File: src/rtl/dff_mem_pkg.sv
// Shared types and default sizes for the burst-access flop memory.
package dff_mem_pkg;

    typedef enum logic [1:0] {
        IDLE  = 2'd0,
        WRITE = 2'd1,
        READ  = 2'd2
    } state_e;

    localparam int DEF_DATA_W = 8;
    localparam int DEF_ADDR_W = 4;
    localparam int DEF_LEN_W  = 4;

endpackage

File: src/rtl/dff_mem_array.sv
// Flop-based storage: one synchronous write port, one combinational read port.
module dff_mem_array #(
    parameter int WORD_W = 8,
    parameter int ADDR_W = 4
) (
    input  logic              clk,
    input  logic              we_i,
    input  logic [ADDR_W-1:0] waddr_i,
    input  logic [WORD_W-1:0] wdata_i,
    input  logic [ADDR_W-1:0] raddr_i,
    output logic [WORD_W-1:0] rdata_o
);

    localparam int DEPTH = 2 ** ADDR_W;

    // Contents are intentionally never reset.
    logic [WORD_W-1:0] mem_q [DEPTH];

    always_ff @(posedge clk) begin
        if (we_i) begin
            mem_q[waddr_i] <= wdata_i;
        end
    end

    assign rdata_o = mem_q[raddr_i];

endmodule

File: src/rtl/dff_mem_burst.sv
// Burst read/write controller in front of dff_mem_array.
// Optional per-word even parity is enabled by defining DFF_MEM_PARITY_EN.
module dff_mem_burst
    import dff_mem_pkg::*;
#(
    parameter int DATA_W = DEF_DATA_W,
    parameter int ADDR_W = DEF_ADDR_W,
    parameter int LEN_W  = DEF_LEN_W
) (
    input  logic              clk,
    input  logic              rst,
    input  logic              cmd_valid,
    output logic              cmd_ready,
    input  logic              cmd_we,
    input  logic [ADDR_W-1:0] cmd_addr,
    input  logic [LEN_W-1:0]  cmd_len,
    input  logic              wr_valid,
    output logic              wr_ready,
    input  logic [DATA_W-1:0] wr_data,
`ifdef DFF_MEM_PARITY_EN
    input  logic              wr_perr_inj,
    output logic              rd_perr,
`endif
    output logic              rd_valid,
    input  logic              rd_ready,
    output logic [DATA_W-1:0] rd_data,
    output logic              busy
);

`ifdef DFF_MEM_PARITY_EN
    localparam int WORD_W = DATA_W + 1;
`else
    localparam int WORD_W = DATA_W;
`endif

    state_e            state_q, state_d;
    logic [ADDR_W-1:0] ptr_q, ptr_d;
    logic [LEN_W-1:0]  rem_q, rem_d;
    logic              rd_valid_q, rd_valid_d;
    logic [DATA_W-1:0] rd_data_q, rd_data_d;
`ifdef DFF_MEM_PARITY_EN
    logic              rd_perr_q, rd_perr_d;
`endif

    logic              mem_we;
    logic [ADDR_W-1:0] mem_raddr;
    logic [WORD_W-1:0] mem_wword;
    logic [WORD_W-1:0] mem_rword;

`ifdef DFF_MEM_PARITY_EN
    assign mem_wword = {(^wr_data) ^ wr_perr_inj, wr_data};
`else
    assign mem_wword = wr_data;
`endif

    // Reset blocks the write so an aborted beat never lands in memory.
    dff_mem_array #(
        .WORD_W (WORD_W),
        .ADDR_W (ADDR_W)
    ) u_array (
        .clk     (clk),
        .we_i    (mem_we && !rst),
        .waddr_i (ptr_q),
        .wdata_i (mem_wword),
        .raddr_i (mem_raddr),
        .rdata_o (mem_rword)
    );

    always_comb begin
        state_d    = state_q;
        ptr_d      = ptr_q;
        rem_d      = rem_q;
        rd_valid_d = rd_valid_q;
        rd_data_d  = rd_data_q;
`ifdef DFF_MEM_PARITY_EN
        rd_perr_d  = rd_perr_q;
`endif
        mem_we     = 1'b0;
        mem_raddr  = ptr_q + 1'b1;

        case (state_q)
            IDLE: begin
                if (cmd_valid) begin
                    ptr_d = cmd_addr;
                    rem_d = cmd_len;
                    if (cmd_we) begin
                        state_d = WRITE;
                    end else begin
                        // First read beat is fetched at accept time.
                        state_d    = READ;
                        mem_raddr  = cmd_addr;
                        rd_valid_d = 1'b1;
                        rd_data_d  = mem_rword[DATA_W-1:0];
`ifdef DFF_MEM_PARITY_EN
                        rd_perr_d  = ^mem_rword;
`endif
                    end
                end
            end
            WRITE: begin
                if (wr_valid) begin
                    mem_we = 1'b1;
                    if (rem_q == '0) begin
                        state_d = IDLE;
                    end else begin
                        ptr_d = ptr_q + 1'b1;
                        rem_d = rem_q - 1'b1;
                    end
                end
            end
            READ: begin
                if (rd_valid_q && rd_ready) begin
                    if (rem_q == '0) begin
                        rd_valid_d = 1'b0;
                        state_d    = IDLE;
                    end else begin
                        rd_data_d = mem_rword[DATA_W-1:0];
`ifdef DFF_MEM_PARITY_EN
                        rd_perr_d = ^mem_rword;
`endif
                        ptr_d     = ptr_q + 1'b1;
                        rem_d     = rem_q - 1'b1;
                    end
                end
            end
            default: begin
                state_d = IDLE;
            end
        endcase
    end

    always_ff @(posedge clk) begin
        if (rst) begin
            state_q    <= IDLE;
            ptr_q      <= '0;
            rem_q      <= '0;
            rd_valid_q <= 1'b0;
            rd_data_q  <= '0;
`ifdef DFF_MEM_PARITY_EN
            rd_perr_q  <= 1'b0;
`endif
        end else begin
            state_q    <= state_d;
            ptr_q      <= ptr_d;
            rem_q      <= rem_d;
            rd_valid_q <= rd_valid_d;
            rd_data_q  <= rd_data_d;
`ifdef DFF_MEM_PARITY_EN
            rd_perr_q  <= rd_perr_d;
`endif
        end
    end

    assign cmd_ready = (state_q == IDLE);
    assign wr_ready  = (state_q == WRITE);
    assign busy      = (state_q != IDLE);
    assign rd_valid  = rd_valid_q;
    assign rd_data   = rd_data_q;
`ifdef DFF_MEM_PARITY_EN
    assign rd_perr   = rd_perr_q;
`endif

endmodule

File: config.mk
export PLATFORM = sky130hd
export DESIGN_NAME = dff_mem_burst
export DESIGN_NICKNAME = d
export VERILOG_FILES = /design/src/rtl/dff_mem_pkg.sv /design/src/rtl/dff_mem_array.sv /design/src/rtl/dff_mem_burst.sv
export SDC_FILE = /design/constraint.sdc
export NUM_CORES = 1
export LEC_CHECK = 0
export BUFFER_PORTS_ARGS = -buffer_cell sky130_fd_sc_hd__buf_2
export CORE_MARGIN = 4
export CORE_UTILIZATION = 57
export CTS_BUF_LIST = sky130_fd_sc_hd__clkbuf_8
export DETAILED_ROUTE_END_ITERATION = 16
export PLACE_DENSITY_LB_ADDON = 0.2
export SLEW_MARGIN = 20
export SYNTH_ARGS = -nofsm -noshare
export SYNTH_HDL_FRONTEND = slang
export SYNTH_HIERARCHICAL = 1
export SYNTH_SLANG_ARGS = --single-unit
File: constraint.sdc
create_clock -name clk -period 2.4 [get_ports clk]
set_input_delay 0.24 -clock clk [delete_from_list [all_inputs] [get_ports clk]]
set_output_delay 0.24 -clock clk [all_outputs]
set_load 0.005 [all_outputs]
======== Yosys cells after proc, flatten, opt, wreduce, memory -nomap -nowiden ========
Memories as Yosys holds them, arrays and structs flattened.
Cells that the tools add are included.
W data, S select, Z words.
storage, ports and cells
  flip-flop bits (word level) ............. 19
  RAM bits ................................ 128
  input port bits ......................... 22
  output and inout port bits .............. 12
  word-level logic and storage cells ...... 61
  memories kept ........................... 1
memories
  name           depth  width  read ports  clocked after Yosys merged registers in  wr ports  line                 RTL
  u_array.mem_q  16     8      1           0                                        1         dff_mem_array.sv:17  logic [WORD_W-1:0] mem_q [DEPTH];
operators by class
  add/subtract/negate cells ............... 2
  equal/unequal tests ..................... 8
  multiplexer cells ....................... 33
  reduce and logical (&&, ||, !) cells .... 12
operators with widths
  kind                   count
  $mux W4                11
  $mux W8                4
  $pmux W4 S3            2
  $pmux W8 S2            1
  $ne A2 B2 Y1 const B   6
  $mux W2                5
  $reduce_and A5 Y1      2
  $mux W1                8
  $pmux W2 S3            1
  $add A4 B1 Y4 const B  1
  $logic_not A4 Y1       1
  $reduce_and A4 Y1      1
  $reduce_bool A2 Y1     2
  $sub A4 B1 Y4 const B  1
  $reduce_and A3 Y1      1
  $reduce_bool A3 Y1     1
  $eq A2 B1 Y1 const B   1
  $eq A2 B2 Y1 const B   1
  $logic_and A1 B1 Y1    2
  $logic_not A2 Y1       1
  $pmux W1 S2            1
  $logic_not A1 Y1       1

======== Logic depth before layout (Yosys ltp) ========
An unclocked memory read counts as a cell.
  word-level depth ........................ 8
  mapped depth ............................ 12
  depth with buffers taken out ............ 10

======== Hierarchy ========
Netlist, hierarchy kept.
modules (own cells, without submodules)
  module         times used  cells an instance  area an instance (µm²)  seq. area each (µm²)
  dff_mem_array  1           221                4,987.3                 3,843.7
  dff_mem_burst  1           130                1,146.1                 380.4

======== Worst setup path after synthesis ========
OpenSTA, ideal clock, no wires.
  path kind ............................... register to register
  from .................................... register state_q[0]
  to ...................................... register rd_data_q[1], in the netlist rd_data[1]
  setup time .............................. 0.128 ns
  data arrival time ....................... 2.291 ns
  required time ........................... 2.272 ns
  slack ................................... -0.018 ns
  cell stages (with the launch flop) ...... 12
  buffers on the path ..................... 2
  clock period less this slack ............ 2.418 ns
  cell sequence ........................... dfxtp_1 -> inv_1 -> ha_1 -> nand3b_2 -> a21oi_1 -> buf_6 -> buf_6 -> mux4_1 -> a22oi_1 -> nand2_1 -> mux2i_1 -> nor2_1
on the way
  word-level cells in the longest chain between the ends .. 6
  elaborated cells on any way between the ends .. 15
  those cells by class .................... eq/ne (5); mux (6); reduce/logical (3); memory (1)
ends and longest elaborated chain
  element                            line                                       RTL
  start: declaration                 dff_mem_burst.sv:36                        state_e state_q, state_d;
  start signal: assignment           dff_mem_burst.sv:143                       state_q <= state_d;
  $logic_not A2 Y1 (*)               n/a
  via cmd_ready                      dff_mem_burst.sv:13                        output logic cmd_ready,
  $mux W4 (*)                        dff_mem_burst.sv:81                        case (state_q)
  via mem_raddr[0]                   dff_mem_burst.sv:46                        logic [ADDR_W-1:0] mem_raddr;
  $mem_v2 Z16 W8 (*)                 n/a
  via mem_rword[1]                   dff_mem_burst.sv:48                        logic [WORD_W-1:0] mem_rword;
  $mux W8, on equally long branches  dff_mem_burst.sv:113, dff_mem_burst.sv:86
  $mux W8, on equally long branches  dff_mem_burst.sv:112, dff_mem_burst.sv:83
  $pmux W8 S2 (*)                    dff_mem_burst.sv:81
  end signal: assignment             dff_mem_burst.sv:147                       rd_data_q <= rd_data_d;
  end: declaration                   dff_mem_burst.sv:40                        logic [DATA_W-1:0] rd_data_q, rd_data_d;
The timed path passes the listed nets; every way through them passes the cells marked *. The select of a mux whose other input is x is not followed.
A chain may end at the register's enable or synchronous reset.

======== Worst setup path after layout ========
  from .................................... register state_q[0]
  to ...................................... register rd_data_q[2], in the netlist rd_data[2]
on the way
  word-level cells in the longest chain between the ends .. 6
  elaborated cells on any way between the ends .. 15
  those cells by class .................... eq/ne (5); mux (6); reduce/logical (3); memory (1)
ends and longest elaborated chain
  element                            line
  $logic_not A2 Y1 (*)               dff_mem_burst.sv:81
  $mux W4 (*)                        dff_mem_burst.sv:81
  via mem_raddr[0]                   dff_mem_burst.sv:46
  $mem_v2 Z16 W8 (*)                 n/a
  via mem_rword[2]                   dff_mem_burst.sv:48
  $mux W8, on equally long branches  dff_mem_burst.sv:113, dff_mem_burst.sv:86
  $mux W8, on equally long branches  dff_mem_burst.sv:112, dff_mem_burst.sv:83
  $pmux W8 S2 (*)                    dff_mem_burst.sv:81
Marked as above.

==> metrics.txt <==
gate family responsible for the most delay along the worst path multiplexers; ordered list of cells on the worst path inv_2, ha_4, nand3b_4, nor2_4, a21oi_4, buf_12, buf_12, mux4_2, a22oi_2, buf_4, nand2_2, mux2i_1, nor2_1; maximum vdd drop 757.9 uV; endpoint arrival time on the critical path 2710 ps; clock root buffer sky130_fd_sc_hd__clkbuf_8; synthesis warning total 6; Leakage 2.654 nW; area of all placed cells without fillers 0.007410 mm^2; setup repair after global routing missed its margin true; Skew-Pair Late Insertion Delay 450 ps; Diodes inserted 0; Worst Path Max Fanout 5; crit path launch type register; Std-Cell Rows 37; Max Used Layer met4; Seq/Total Area, Yosys 0.6887; number of storage elements in the synthesis netlist 147; async set-reset flop share out of synthesis 0; final total negative setup slack 0 ps; area occupied by multi-input gates 0.001836 mm^2; fraction of power consumed by sequential logic 0.343; Yosys cell types 46; number of DRC markers in iteration 0 346; wire length on met2 6.692 mm; detailed-route via count 3465; worst-path cell with the longest stage delay sky130_fd_sc_hd__mux4_2; core footprint 0.01042 mm^2; total area of sequential cells 0.004227 mm^2; Num Clock Sinks 147; net count after synthesis 380; starting density of the core 0.5888; fill cell total of the finished layout 667; post-route antenna net violation count 0; Die H 111.7 um; die width 111.7 um; cell area power density 1196 mW/mm^2; clock edge transition at the registers on the reported setup and hold paths 80 ps; wire length the detailed router placed on met1 5.890 mm; switching power share of the total 0.3301; average cell area after synthesis 17.47 um^2; worst rel slew slack 0.6169; DR WL/cell 22.50 um; number of input and output port buffers inserted 33; maximum level of the CTS H-tree 4; combined buffer and inverter count along the critical path 4; Max Slew Vio Count 0; required time worst endpoint 2730 ps; largest net degree at the start of global routing 26; number of antenna violations at the first check in global routing 0; clock skew after layout 17.06 ps; most common cell after layout, fill and taps aside sky130_fd_sc_hd__edfxtp_1; result of the run finished, final reports clean; Cell Area, Placed 0.006716 mm^2; total iterations of the first detailed-routing run 4; clock network power share 0.225; most frequently used flop master after synthesis sky130_fd_sc_hd__edfxtp_1; share of post-route cells with drive strength above 1 0.3824; Cells after Synth 351; final worst path period share 0.9924; delay contributed by the slowest stage of the critical path 500 ps; startpoint-to-endpoint class of the critical path reg2reg; TritonCTS clock tree done; global-route wire length before repair 19.93 mm; area growth from synthesis to layout 20.81%; Cell Count Post-Placement 546; IO Pins 34; Hold Violations, Final 0; combinational group share of total power 0.431; global-route usage over all layers 0.2174; Top cell by count, worst path sky130_fd_sc_hd__buf_12; vias in the first global route 3501; Die ar. 0.01248 mm^2; netlist area before placement 0.006133 mm^2; clock period minus final worst setup slack 2382 ps; worst min-delay path class in2reg; Detail Placement HPWL 8.053 mm; global route total overflow 0; design internal power 5.938 mW; quantity of hold-fixing buffers added after cts 0; MaxCap Viol Count 0; Via density 5.863; non-filler instance count after layout 591; capturing element type of the critical path register; slew at the pin with the worst max-slew slack 572.0 ps; number of remaining DRC errors 0; leading cell types in the layout, fill and taps excluded sky130_fd_sc_hd__edfxtp_1, sky130_fd_sc_hd__buf_4, sky130_fd_sc_hd__buf_2; final weighted congestion of routability-driven global placement 0.7840; Post-synth EDFFs 128; highest attainable clock frequency 0.4199 GHz; switching power 2.926 mW; final setup violation count 0; Num CTS Buffers 17; final-stage net count 472; Max Root-Sink Buffers 2; final wirelength 13.30 mm; met3 wire length 589 um
## path summary, 6_finish.rpt
path / slack, ps / from / endpoint / cells after the start
max: 20 / state_q[0] / rd_data[2] / 13
min: 140 / cmd_len[2] / rem_q[2] / 3
max reg2reg: 20 / state_q[0] / rd_data[2] / 13
min reg2reg: 490 / rd_data[6] / rd_data[6] / 2
## state kept, by name (all words and copies together) (netlist names)
register and flops:
ptr_q 4, rd_data 8, rd_valid 1, rem_q 4, state_q 2, u_array/mem_q 128
## final cells by class
class | instances | share of cell area
clock inverter | 14 | 0.02398
tap | 136 | 0.02297
sequential | 147 | 0.5704
multi-input combinational | 179 | 0.2477
inverter | 10 | 0.005066
clock buffer | 17 | 0.03158
timing repair buffer | 88 | 0.09828
## logic make-up after synthesis
logic type | synth area share
adders and majority gates | 0.01428
xor gates and xnor gates | 0.002856
AOI/OAI and AO/OA | 0.05529
and+or+nand+nor | 0.06365
DFF | 0.6887
muxes | 0.1510
buffers and inverters | 0.02428
## worst register-to-register path: stages, from the launching register on
cell	delay, ps
sky130_fd_sc_hd__dfxtp_2	340
sky130_fd_sc_hd__inv_2	50
sky130_fd_sc_hd__ha_4	160
sky130_fd_sc_hd__nand3b_4	120
sky130_fd_sc_hd__nor2_4	50
sky130_fd_sc_hd__a21oi_4	180
sky130_fd_sc_hd__buf_12	160
sky130_fd_sc_hd__buf_12	130
sky130_fd_sc_hd__mux4_2	510
sky130_fd_sc_hd__a22oi_2	190
sky130_fd_sc_hd__buf_4	150
sky130_fd_sc_hd__nand2_2	50
sky130_fd_sc_hd__mux2i_1	130
sky130_fd_sc_hd__nor2_1	50
## cell usage after synthesis (5+ instances only)
cell                       number  share of area
sky130_fd_sc_hd__a21oi_1        7         0.0057
sky130_fd_sc_hd__o31ai_1        5         0.0061
sky130_fd_sc_hd__nand2_1       15         0.0092
sky130_fd_sc_hd__a22oi_1       16          0.020
sky130_fd_sc_hd__nor3_1         8         0.0065
sky130_fd_sc_hd__mux4_1        14          0.060
sky130_fd_sc_hd__nor2_1        29          0.018
sky130_fd_sc_hd__mux4_2        18          0.066
sky130_fd_sc_hd__buf_2          5         0.0041
sky130_fd_sc_hd__dfxtp_1       19          0.062
sky130_fd_sc_hd__ha_1           7          0.014
sky130_fd_sc_hd__mux2i_1       13          0.021
sky130_fd_sc_hd__inv_1         10         0.0061
sky130_fd_sc_hd__edfxtp_1     128           0.63
sky130_fd_sc_hd__nor2b_1        8         0.0082
## layer usage
layer | vias up | GRT usage
li1 | 1587 | -
met1 | 1770 | 0.3039
met2 | 94 | 0.3449
met3 | 14 | 0.05000
met4 | 0 | 0.06813
met5 | - | 0
## per-stage QoR
step	util	total power [mW]	worst slack (ps)	hold slack [ps]
4_1_cts	0.6989	8.524	-3.360	116.0
6_report	0.7114	8.863	18.29	138.4
3_3_place_gp	0.6448	6.097	-36.60	468.3
2_1_floorplan	-	5.169	21.35	338.9
3_5_place_dp	0.6448	6.180	-115.3	480.5
5_1_grt	0.7114	9.284	-80.62	154.3
## power by group through the flow
stage | Combinational [mW] | Clock, mW | Sequential, mW
CTS | 3.46 | 2.02 | 3.04
floorplan | 2.07 | 0 | 3.10
global placement | 3.01 | 0 | 3.09
finish | 3.82 | 1.99 | 3.04
global route | 4.08 | 2.14 | 3.06
detailed placement | 3.09 | 0 | 3.09
## what timing repair did
action                     CTS  global route
setup endpoints to repair    8             8
resized for setup           28            17
gates cloned                 2             3
pin swaps                    8             8
buffers inserted             5             5
(Power assumes the default switching activity.)
